### src/rtl/dmem_responder.sv
// Word-addressed data memory for the MIPS core's load/store port. Accepts one
// request at a time over valid/ready and answers after LATENCY wait cycles with
// a single-cycle resp_valid pulse. Reset contents hold the two-word sort image.
module dmem_responder #(
    parameter int unsigned DEPTH   = 16,
    parameter int unsigned LATENCY = 2,
    parameter logic [31:0] INIT0   = 32'h5,
    parameter logic [31:0] INIT1   = 32'h7
) (
    input  logic        clock,
    input  logic        reset,
    input  logic        req_valid,
    output logic        req_ready,
    input  logic        req_we,
    input  logic [31:0] req_addr,
    input  logic [31:0] req_wdata,
    output logic        resp_valid,
    output logic [31:0] resp_rdata,
    output logic        resp_err
);

    localparam int unsigned IdxW = $clog2(DEPTH);
    localparam int unsigned CntW = (LATENCY > 1) ? $clog2(LATENCY) : 1;
    // Counter preload; unused when LATENCY is 0 because IDLE goes straight to RESP.
    localparam logic [CntW-1:0] CntLoad = (LATENCY > 0) ? CntW'(LATENCY - 1) : '0;

    typedef enum logic [1:0] {StIdle, StWait, StResp} state_e;

    state_e          state_q, state_d;
    logic [CntW-1:0] cnt_q;
    logic            we_q;
    logic [31:0]     addr_q;
    logic [31:0]     wdata_q;
    logic [31:0]     mem_q [DEPTH];
    logic [31:0]     rdata_q;
    logic            err_q;

    logic            accept;
    logic            enter_resp;
    logic            acc_we;
    logic [31:0]     acc_addr;
    logic [31:0]     acc_wdata;
    logic [IdxW-1:0] acc_idx;
    logic            acc_err;

    // State register; reset wins over any pending transition.
    always_ff @(posedge clock) begin
        if (reset) begin
            state_q <= StIdle;
        end else begin
            state_q <= state_d;
        end
    end

    // Next-state logic.
    always_comb begin
        state_d = state_q;
        unique case (state_q)
            StIdle: begin
                if (req_valid) begin
                    state_d = (LATENCY == 0) ? StResp : StWait;
                end
            end
            StWait: begin
                if (cnt_q == '0) begin
                    state_d = StResp;
                end
            end
            StResp:  state_d = StIdle;
            default: state_d = StIdle;
        endcase
    end

    // Handshake outputs and the request view used on the RESP-entry edge.
    always_comb begin
        req_ready  = (state_q == StIdle);
        resp_valid = (state_q == StResp);
        accept     = req_ready && req_valid;
        enter_resp = (state_d == StResp) && (state_q != StResp);
        // With zero latency the request enters RESP on its accept edge, before
        // the latches have it, so take it straight from the port.
        acc_we     = accept ? req_we    : we_q;
        acc_addr   = accept ? req_addr  : addr_q;
        acc_wdata  = accept ? req_wdata : wdata_q;
        acc_idx    = acc_addr[IdxW+1:2];
        acc_err    = (acc_addr[1:0] != 2'b00) || (acc_addr[31:IdxW+2] != '0);
    end

    // Request latches, wait counter, memory array and registered response.
    always_ff @(posedge clock) begin
        if (reset) begin
            we_q    <= 1'b0;
            addr_q  <= '0;
            wdata_q <= '0;
            cnt_q   <= '0;
            rdata_q <= '0;
            err_q   <= 1'b0;
            for (int unsigned i = 0; i < DEPTH; i++) begin
                mem_q[i] <= (i == 0) ? INIT0 : ((i == 1) ? INIT1 : '0);
            end
        end else begin
            if (accept) begin
                we_q    <= req_we;
                addr_q  <= req_addr;
                wdata_q <= req_wdata;
                cnt_q   <= CntLoad;
            end else if ((state_q == StWait) && (cnt_q != '0)) begin
                cnt_q <= cnt_q - CntW'(1);
            end

            if (enter_resp) begin
                if (acc_err) begin
                    rdata_q <= '0;
                    err_q   <= 1'b1;
                end else if (acc_we) begin
                    mem_q[acc_idx] <= acc_wdata;
                    rdata_q        <= '0;
                    err_q          <= 1'b0;
                end else begin
                    rdata_q <= mem_q[acc_idx];
                    err_q   <= 1'b0;
                end
            end
        end
    end

    assign resp_rdata = rdata_q;
    assign resp_err   = err_q;

endmodule
### config.mk
export PLATFORM = sky130hd
export DESIGN_NAME = dmem_responder
export DESIGN_NICKNAME = d
export VERILOG_FILES = /design/src/rtl/dmem_responder.sv
export SDC_FILE = /design/constraint.sdc
export NUM_CORES = 1
export LEC_CHECK = 0
export ABC_AREA = 1
export CAP_MARGIN = 20
export CORE_MARGIN = 5
export CORE_UTILIZATION = 48
export CTS_BUF_LIST = sky130_fd_sc_hd__clkbuf_8
export DETAILED_ROUTE_END_ITERATION = 8
export PLACE_DENSITY = 0.69
export SYNTH_ARGS = -nofsm -noshare
export SYNTH_HDL_FRONTEND = slang
export SYNTH_SLANG_ARGS = --single-unit
### constraint.sdc
create_clock -name clock -period 3.4 [get_ports clock]
set_clock_uncertainty 0.1 [all_clocks]
set_input_delay 0.68 -clock clock [delete_from_list [all_inputs] [get_ports clock]]
set_output_delay 0.68 -clock clock [all_outputs]
set_load 0.005 [all_outputs]
==> flow_summary.json, run 1 <==
{
  "status": "finished, final reports clean",
  "cts.sinks": 613,
  "pin_count": 103,
  "dp.cells": 4489,
  "wl_per_cell_um": 17.72,
  "drv_slew": 0,
  "max_freq_ghz": 0.3491,
  "critical-path-top-delay-family": "simple AND/OR/NAND/NOR gates",
  "numCtsBuffers": 102,
  "crit_chain": "nor2_2 > nand2_4 > buf_12 > buf_12 > nand2_1 > o21ai_4 > buf_4 > nor2_1 > nand3_1 > nand2_1 > buf_12",
  "syn_avg_cell_area_um2": 8.087,
  "drive_above_1_share": 0.08350,
  "ys_warn_count": 0,
  "yosys.area.top_type": "edfxtp_1",
  "clockPowerShare": 0.349,
  "muxShareOfSynthArea": 0.01081,
  "ff2ff_setup_slack_ps": 540,
  "area_growth_pct": 17.46,
  "worst_slack_ps": 535.4,
  "yosys.area_share.adder": 0,
  "gp_congestion": 0.8481,
  "cts_setup_buffers": 0,
  "tightest_slew_ps": 738.7,
  "arrival_ps": 3150,
  "critPathCaptureType": "flip-flop",
  "clock_latency_ps": 720,
  "setup-violations-final": 0,
  "drt_iter0_markers": 2409,
  "power.internal_mw": 12.46,
  "synth-simple-area-share": 0.2931,
  "finalHoldViolations": 0,
  "crit_slowest_cell": "nor2_1",
  "yosys-top-cells-count": "1249 x nand2_1, 621 x nor2_1, 554 x inv_1",
  "nNetsFinal": 3871,
  "grt_pass1_vias": 22540,
  "via_per_inst": 5.037,
  "cpMostUsedCell": "buf_12",
  "overflow": 0,
  "final_cells": 4683,
  "syn_inst": 3664,
  "routed_wl_mm": 83.00,
  "crit_path_max_incr_delay_ps": 360,
  "die_w_um": 258.5,
  "fin_crit_ps": 2865,
  "p_switching_mw": 5.152,
  "cts-root-buf": "clkbuf_8",
  "synth.ff_latch_count": 613,
  "post-route-util": 0.5671,
  "crit_fanout": 24,
  "async_reset_ff_frac": 0,
  "synth.distinct_cells": 21,
  "num_rows": 91,
  "seqPwrFrac": 0.480,
  "syn_nets": 3732,
  "fin_crit_sh": 0.8425,
  "p_per_area_nw_per_um2": 505.9,
  "drc_errors": 0,
  "synth_top_family_by_area": "simple AND/OR/NAND/NOR gates",
  "die_h_um": 258.5,
  "rsz0062_at_grt": "false",
  "synth_edf_count": 512,
  "synthFlopType": "edfxtp_1",
  "port_buffers": 102,
  "start_kind": "flip-flop",
  "power_leakage_nw": 16.29,
  "grt_pass1_wl_mm": 128.6,
  "synth-compound-area-share": 0.007854,
  "cts_resized": 0,
  "path_clk_slew_ps": 60,
  "path_class": "reg2reg",
  "synth_xor_area_frac": 0,
  "dr.pass1.iters": 6,
  "clockBufferDepth": 3,
  "slew_headroom": 0.5070,
  "max_cap_viol_count": 0,
  "synth_most_common_cell": "nand2_1",
  "timing.hold.ws_ps": 232.6,
  "hp-class": "in2reg",
  "start_util": 0.4828,
  "synth_area_leaders": "edfxtp_1 52%, nand2_1 16%, nor2_1 7.9%",
  "crit_required_ps": 3690,
  "p_comb_frac": 0.171,
  "die_area_um2": 66800,
  "cts_max_level": 3,
  "grtUsageTotal": 0.2462,
  "yosysSeqAreaShare": 0.5871,
  "ir_drop_uv": 430.0,
  "antenna_found_initial": 1,
  "ant_nets": 0,
  "postCtsHoldBufs": 0,
  "cp_num_buf_inv": 4,
  "hpwlAfterDp_mm": 50.89,
  "netlist_area_um2": 29630,
  "preCtsSetupSlack_ps": -119.7,
  "core_area_um2": 61370,
  "sw_frac_of_total": 0.2926,
  "synth_top_area_frac": 0.5189,
  "vias": 23590,
  "grt_max_degree": 108,
  "cts_tree": "built"
}
## kinds of logic after synthesis
| family | after synthesis |
|---|---|
| AND/OR/NAND/NOR | 2184 |
| multiplexers | 32 |
| flip-flops | 613 |
| buffers and inverters | 789 |
| AO/OA/AOI/OAI | 46 |
## per-layer routing
layer,vias up,global-route usage,share of wire
li1,11520,-,-
met1,10970,0.3332,0.41
met2,974,0.4020,0.47
met3,129,0.05359,0.093
met4,0,0.07437,0.023
met5,-,0,0
## sequential cells by signal, indices dropped and copies added (netlist names)
| register | count |
|---|---|
| wdata_q | 32 |
| resp_err | 1 |
| mem_q | 512 |
| we_q | 1 |
| addr_q | 32 |
| state_q | 2 |
| cnt_q | 1 |
| resp_rdata | 32 |
## final cells by class
class / instances / area (µm²)
inverter: 555 / 2086
sequential: 613 / 17400
multi-input combinational: 2262 / 9371
clock buffer: 113 / 1555
timing repair buffer: 269 / 3048
tap: 790 / 988.4
clock inverter: 80 / 355.3
antenna: 1 / 2.502
fill: 5467 / 26570
## metrics by stage
stage | cell area [µm²] | TNS, ps | total power [mW]
after floorplan | 29630 | 0 | 10.38
after global placement | 32890 | -13610 | 11.57
after detailed placement | 32890 | -11890 | 11.59
after CTS | 34800 | 0 | 17.70
after global routing | 34800 | 0 | 18.43
final | 34800 | 0 | 17.61
## worst register-to-register path, stage by stage, from the launching register on
cell,delay [ps]
dfxtp_1,340
nor2_2,250
nand2_4,140
buf_12,180
buf_12,170
nand2_1,120
o21ai_4,90
buf_4,180
nor2_1,360
nand3_1,190
nand2_1,170
buf_12,260
## power by group through the flow
stage / Clock [mW] / Sequential, mW / Combinational (mW)
floorplan: 0 / 8.59 / 1.79
global placement: 0 / 8.59 / 2.97
detailed placement: 0 / 8.60 / 2.98
CTS: 6.26 / 8.45 / 3.00
global route: 6.62 / 8.47 / 3.34
finish: 6.15 / 8.45 / 3.01
## final timing paths
| check | from | endpoint | depth (start not counted) |
|---|---|---|---|
| setup / recovery | state_q[1] | mem_q[6][16] | 11 |
| hold reg to reg | resp_err | resp_err | 2 |
| setup reg to reg | state_q[1] | mem_q[6][16] | 11 |
| hold / removal | reset | we_q | 3 |
## cells in the final DEF, fill, tap and decap left out
cell type | netlist | final
a211oi_1 | 1 | 1
a21oi_1 | 40 | 40
buf_12 | 0 | 62
buf_4 | 1 | 106
clkbuf_8 | 0 | 113
clkdlybuf4s50_1 | 0 | 101
clkinv_1 | 0 | 25
clkinv_2 | 0 | 4
dfxtp_1 | 101 | 101
diode_2 | 0 | 1
edfxtp_1 | 512 | 512
inv_1 | 554 | 599
inv_12 | 0 | 2
inv_4 | 0 | 1
inv_6 | 0 | 2
inv_8 | 0 | 2
mux2i_1 | 32 | 32
nand2_1 | 1249 | 1236
nand2_2 | 2 | 10
nand2_4 | 0 | 4
nand2_8 | 0 | 1
nand3_1 | 282 | 280
nand3_2 | 6 | 6
nand3_4 | 0 | 2
nand3b_1 | 20 | 20
nor2_1 | 621 | 616
nor2_2 | 3 | 4
nor2_4 | 1 | 5
o21ai_0 | 1 | 1
o21ai_1 | 4 | 3
o21ai_4 | 0 | 1
(Power assumes the default switching activity.)
==> inputs of run 2 (changes only) <==
--- a/config.mk
+++ b/config.mk
@@ -11,7 +11,7 @@
 export CORE_UTILIZATION = 48
 export CTS_BUF_LIST = sky130_fd_sc_hd__clkbuf_8
 export DETAILED_ROUTE_END_ITERATION = 8
-export PLACE_DENSITY = 0.69
+export PLACE_DENSITY = 0.66
 export SYNTH_ARGS = -nofsm -noshare
 export SYNTH_HDL_FRONTEND = slang
 export SYNTH_SLANG_ARGS = --single-unit
==> constraint.sdc (replaced) <==
create_clock -name clock -period 2.7 [get_ports clock]
set_clock_uncertainty 0.1 [all_clocks]
set_input_delay 0.54 -clock clock [delete_from_list [all_inputs] [get_ports clock]]
set_output_delay 0.54 -clock clock [all_outputs]
set_load 0.005 [all_outputs]
==> run 2 against run 1 <==
  * The run now ends with negative setup slack left
  * Sequential share of layout area is 2.8 points lower
  * Via count rose by 3.4%
  * Worst hold slack got worse by 130 ps
  * Non-clock buffer count rose by 127
  * Combinational power up 43%
  * Core utilization grew 3.3 points
==> flow_summary.json, run 2 (synthesized netlist as in run 1, its figures left out) <==
{
  "ant_nets": 0,
  "area_growth_pct": 24.36,
  "routed_wl_mm": 88.75,
  "status": "finished, violations left",
  "setup-violations-final": 11,
  "final_common_cell": "nand2_1",
  "fin_setup_tns_ps": -96.62,
  "cts.sinks": 613,
  "cts_max_level": 3,
  "regMostFlops": "mem_q",
  "grt_pass1_vias": 22990,
  "drt_iter0_markers": 2650,
  "grt_max_degree": 86,
  "antenna_found_initial": 2,
  "dr.pass1.iters": 6,
  "crit_required_ps": 3020,
  "die_w_um": 258.5,
  "path_clk_slew_ps": 60,
  "preCtsSetupSlack_ps": -632.1,
  "timing.hold.ws_ps": 97.89,
  "num_rows": 91,
  "clockBufferDepth": 3,
  "arrival_ps": 3050,
  "multi_input_area_um2": 9634,
  "slew_headroom": 0.6116,
  "power_leakage_nw": 17.24,
  "port_buffers": 102,
  "finalHoldViolations": 0,
  "final_cells": 4814,
  "numCtsBuffers": 104,
  "hp-class": "in2reg",
  "ff2ff_setup_slack_ps": -30,
  "dp.cells": 4600,
  "largest_register_ff_count": 512,
  "overflow": 0,
  "cts_tree": "built",
  "nNetsFinal": 4000,
  "fin_crit_sh": 1.010,
  "met3_usage": 0.05612,
  "hpwlAfterDp_mm": 56.15,
  "grt_pass1_wl_mm": 133.8,
  "vias": 24400,
  "tightest_slew_ps": 582.6,
  "violations": "negative setup slack",
  "die_area_um2": 66800,
  "worst_slack_ps": -26.41,
  "clock_latency_ps": 730,
  "layout_common_cells": "1227 x nand2_1, 602 x nor2_1, 593 x inv_1",
  "ir_drop_uv": 471.8,
  "drc_errors": 0,
  "pin_count": 103,
  "use_met1": 0.3445,
  "globalRouteMet2Util": 0.4261,
  "die_h_um": 258.5,
  "grtUsageTotal": 0.2590,
  "drv_slew": 0,
  "max_cap_viol_count": 0,
  "crit_fanout": 14,
  "via_per_inst": 5.068,
  "gp_congestion": 0.8646,
  "core_area_um2": 61370,
  "critPathCaptureType": "flip-flop",
  "rsz0062_at_grt": "true",
  "path_class": "reg2reg",
  "cts-root-buf": "clkbuf_8",
  "top_usage_layer": "met2",
  "max_freq_ghz": 0.3668,
  "fill_cells": 5256,
  "start_util": 0.4828,
  "p_per_area_nw_per_um2": 630.1,
  "start_kind": "flip-flop",
  "postCtsHoldBufs": 0,
  "seqCellArea_um2": 17400,
  "wl_per_cell_um": 18.44,
  "drive_above_1_share": 0.1261,
  "fin_crit_ps": 2726
}
run 2: cell count changes in the layout (fill, tap and decap cells not counted), sizes merged, moves of 2 or more:
cell      delta
clkinvlp     +2
buf        +120
clkbuf      +23
clkinv       -7
inv          -9
run 2: where the power goes:
group	switching, mW	total [mW]	internal (mW)
registers	0.0882	10.6	10.6
logic	2.68	4.30	1.62
clock network	3.87	8.28	4.40
total	6.64	23.2	16.6
run 2: layer usage:
| layer | vias up | share of wire |
|---|---|---|
| met5 | - | 0 |
| met4 | 0 | 0.030 |
| met3 | 170 | 0.10 |
| met2 | 1049 | 0.47 |
| met1 | 11390 | 0.40 |
| li1 | 11780 | - |
run 2: worst max-delay path, stage by stage (launching register included):
cell       delay, ps
dfxtp_2          330
nor2_4           120
buf_12           140
nand2_4           70
buf_12           160
nand2_1           90
nand2_1           70
nor2_1           110
nand3_1           90
nor2_2           140
nand2_2          100
nor2_4           130
buf_12           140
buf_12           130
nand3_4          100
nand2_8          180
clkbuf_16        190
run 2: cell type report:
| type | count | area share |
|---|---|---|
| inverters | 555 | 0.05667 |
| repair buffers | 396 | 0.1259 |
| flip-flops and latches | 613 | 0.4722 |
| clock buffers | 129 | 0.04818 |
| clock inverters | 67 | 0.008591 |
| well taps | 790 | 0.02683 |
| diodes | 2 | 0.0001358 |
| multi-input cells | 2262 | 0.2615 |
run 2: through the flow:
stage               area, µm²    util  power (mW)
floorplan               29790       -       13.08
global placement        34290  0.5587       14.93
detailed placement      34290  0.5587       14.95
CTS                     36400  0.5931       23.19
global route            36850  0.6004       24.22
finish                  36850  0.6004       23.22
run 2: final timing paths:
path / start / end / depth (start not counted)
setup / recovery: state_q[0] / mem_q[7][23] / 16
hold reg to reg: resp_rdata[23] / resp_rdata[23] / 2
setup reg to reg: state_q[0] / mem_q[7][23] / 16
hold / removal: reset / we_q / 3
run 2: repair_timing:
item / in CTS / in global routing
pin swaps: 1 / 4
gates resized for setup: 1 / 43
setup endpoints to repair: 530 / 930
setup buffers: 2 / 5
gates cloned: 0 / 9
==> inputs of run 3 (changes only) <==
--- a/config.mk
+++ b/config.mk
@@ -7,11 +7,14 @@
 export LEC_CHECK = 0
 export ABC_AREA = 1
 export CAP_MARGIN = 20
+export CELL_PAD_IN_SITES_DETAIL_PLACEMENT = 0
+export CELL_PAD_IN_SITES_GLOBAL_PLACEMENT = 1
 export CORE_MARGIN = 5
 export CORE_UTILIZATION = 48
 export CTS_BUF_LIST = sky130_fd_sc_hd__clkbuf_8
 export DETAILED_ROUTE_END_ITERATION = 8
-export PLACE_DENSITY = 0.66
+export PLACE_DENSITY = 0.83
 export SYNTH_ARGS = -nofsm -noshare
 export SYNTH_HDL_FRONTEND = slang
 export SYNTH_SLANG_ARGS = --single-unit
+export TNS_END_PERCENT = 50
==> run 3 against run 2 <==
  * The run still ends with negative setup slack left
  * Clock-buffer cell count decreased by 8
  * Wire length is 4.0% higher
  * Die area did not move
  * Via count is the same
  * Clock power down 1%
  * Core utilization rose by 0.52 points
  * Total power is essentially flat
  * Global-route usage increased by 0.61 points
  * Worst hold slack better by 260 ps
  * Register-to-register slack hardly changed
  * Combinational power is 2% higher
  * Design area up 0.86%
  * Largest cell class unchanged
  * Highest routed layer is now met5
==> flow_summary.json, run 3 (synthesized netlist as in run 1, its figures left out) <==
{
  "status": "finished, violations left",
  "violations": "negative setup slack",
  "post-route-util": 0.6056,
  "arrival_ps": 3030,
  "nNetsFinal": 4012,
  "numCtsBuffers": 105,
  "critPathCaptureType": "flip-flop",
  "port_buffers": 102,
  "fin_setup_tns_ps": -985.2,
  "largest_register_ff_count": 512,
  "grtUsageTotal": 0.2650,
  "p_per_area_nw_per_um2": 624.6,
  "overflow": 0,
  "routed_wl_mm": 92.33,
  "preCtsSetupSlack_ps": -595.4,
  "start_kind": "flip-flop",
  "power.internal_mw": 16.49,
  "p_comb_frac": 0.188,
  "p_switching_mw": 6.728,
  "grt_pass1_vias": 23010,
  "regMostFlops": "mem_q",
  "sw_frac_of_total": 0.2898,
  "hp-class": "reg2reg",
  "layout_common_cells": "1228 x nand2_1, 612 x nor2_1, 596 x inv_1",
  "ff2ff_setup_slack_ps": -40,
  "ir_drop_uv": 505.6,
  "num_rows": 91,
  "gp_congestion": 0.8497,
  "rr_startpoint": "state_q[0]",
  "area_growth_pct": 25.43,
  "clockBufferDepth": 3,
  "reg2reg_depth": 12,
  "power_mw": 23.21,
  "slew_headroom": 0.5912,
  "rsz0062_at_grt": "true",
  "crit_end": "mem_q[5][0]",
  "crit_required_ps": 2990,
  "finalHoldViolations": 0,
  "fin_crit_sh": 1.015,
  "drive_above_1_share": 0.1251,
  "tightest_slew_ps": 613.3,
  "path_clk_slew_ps": 60,
  "power_leakage_nw": 17.39,
  "hpwlAfterDp_mm": 57.16,
  "wl_per_cell_um": 19.12,
  "fin_crit_ps": 2740,
  "drt_iter0_markers": 2281,
  "core_area_um2": 61370,
  "max_freq_ghz": 0.3649,
  "dr.pass1.iters": 6,
  "grt_max_degree": 101,
  "max_cap_viol_count": 0,
  "antenna_found_initial": 2,
  "drc_errors": 0,
  "clock_latency_ps": 720,
  "cts-root-buf": "clkbuf_8",
  "fill_cells": 5350,
  "die_h_um": 258.5,
  "clockPowerShare": 0.353,
  "cts.sinks": 613,
  "crit_fanout": 14,
  "drv_slew": 0,
  "final_cells": 4828,
  "ant_nets": 0,
  "grt_pass1_wl_mm": 135.9,
  "seqPwrFrac": 0.458,
  "final_common_cell": "nand2_1",
  "r2r_end": "mem_q[5][0]",
  "dp.cells": 4604,
  "setup-violations-final": 76,
  "die_w_um": 258.5,
  "worst_slack_ps": -40.39,
  "vias": 24400,
  "path_class": "reg2reg",
  "crit_start": "state_q[0]",
  "cts_max_level": 3,
  "start_util": 0.4828,
  "die_area_um2": 66800,
  "via_per_inst": 5.053,
  "pin_count": 103,
  "cts_tree": "built"
}
## run 3: worst min path at each step
stage / slack, ps / start / depth (start not counted) / endpoint
2_1_floorplan: 340 / resp_err / 2 / resp_err
3_3_place_gp: 330 / resp_err / 2 / resp_err
3_5_place_dp: 340 / resp_err / 2 / resp_err
4_1_cts: 320 / req_addr[30] / 3 / addr_q[30]
5_1_grt: 380 / req_addr[11] / 3 / addr_q[11]
6_report: 360 / resp_err / 2 / resp_err
## run 3: cell type report
type | count | area, µm² | area share
Multi-Input combinational cell | 2262 | 9646 | 0.2595
Antenna cell | 1 | 2.502 | 0.00006734
Tap cell | 790 | 988.4 | 0.02660
Clock inverter | 79 | 394.1 | 0.01061
Timing Repair Buffer | 407 | 4982 | 0.1341
Clock buffer | 121 | 1665 | 0.04481
Inverter | 555 | 2086 | 0.05612
Sequential cell | 613 | 17400 | 0.4682
## run 3: power by group through the flow
stage | sequential, mW | combinational [mW] | clock, mW
after floorplan | 10.8 | 2.27 | 0
final | 10.6 | 4.38 | 8.20
after CTS | 10.6 | 4.23 | 8.35
after global routing | 10.7 | 4.79 | 8.81
after global placement | 10.8 | 4.20 | 0
after detailed placement | 10.8 | 4.21 | 0
## run 3: critical path: stages, from the launching register on
cell     delay [ps]
dfxtp_2         330
nor2_4          120
buf_12          130
nand2_4          90
buf_6           160
buf_4           170
o21ai_4         210
inv_4           110
nor2_2          300
buf_4           210
nand3_4         100
nand2_4         160
buf_12          200
## run 3: repair_timing
action                                  4_1_cts  5_1_grt
gates cloned                                  0       13
endpoints found under the setup margin       92      967
endpoints found under the hold margin         1        0
gates resized for setup                       4       58
buffers inserted                              0        9
hold buffers                                  1        0
pin swaps                                     1       11
## run 3: per-stage QoR
step                hold slack (ps)  cell area (µm²)
floorplan                     344.4            29780
global placement              333.0            34410
detailed placement            342.5            34410
CTS                           318.0            36500
global route                  378.5            37160
finish                        357.2            37160
## run 3: metal layers
layer  routed length [µm]  track usage  part of all wire
met4                 3242      0.08676             0.035
met5                   13            0           0.00014
met1                37460       0.3555              0.41
met3                 8621      0.05329             0.093
met2                43000       0.4366              0.47
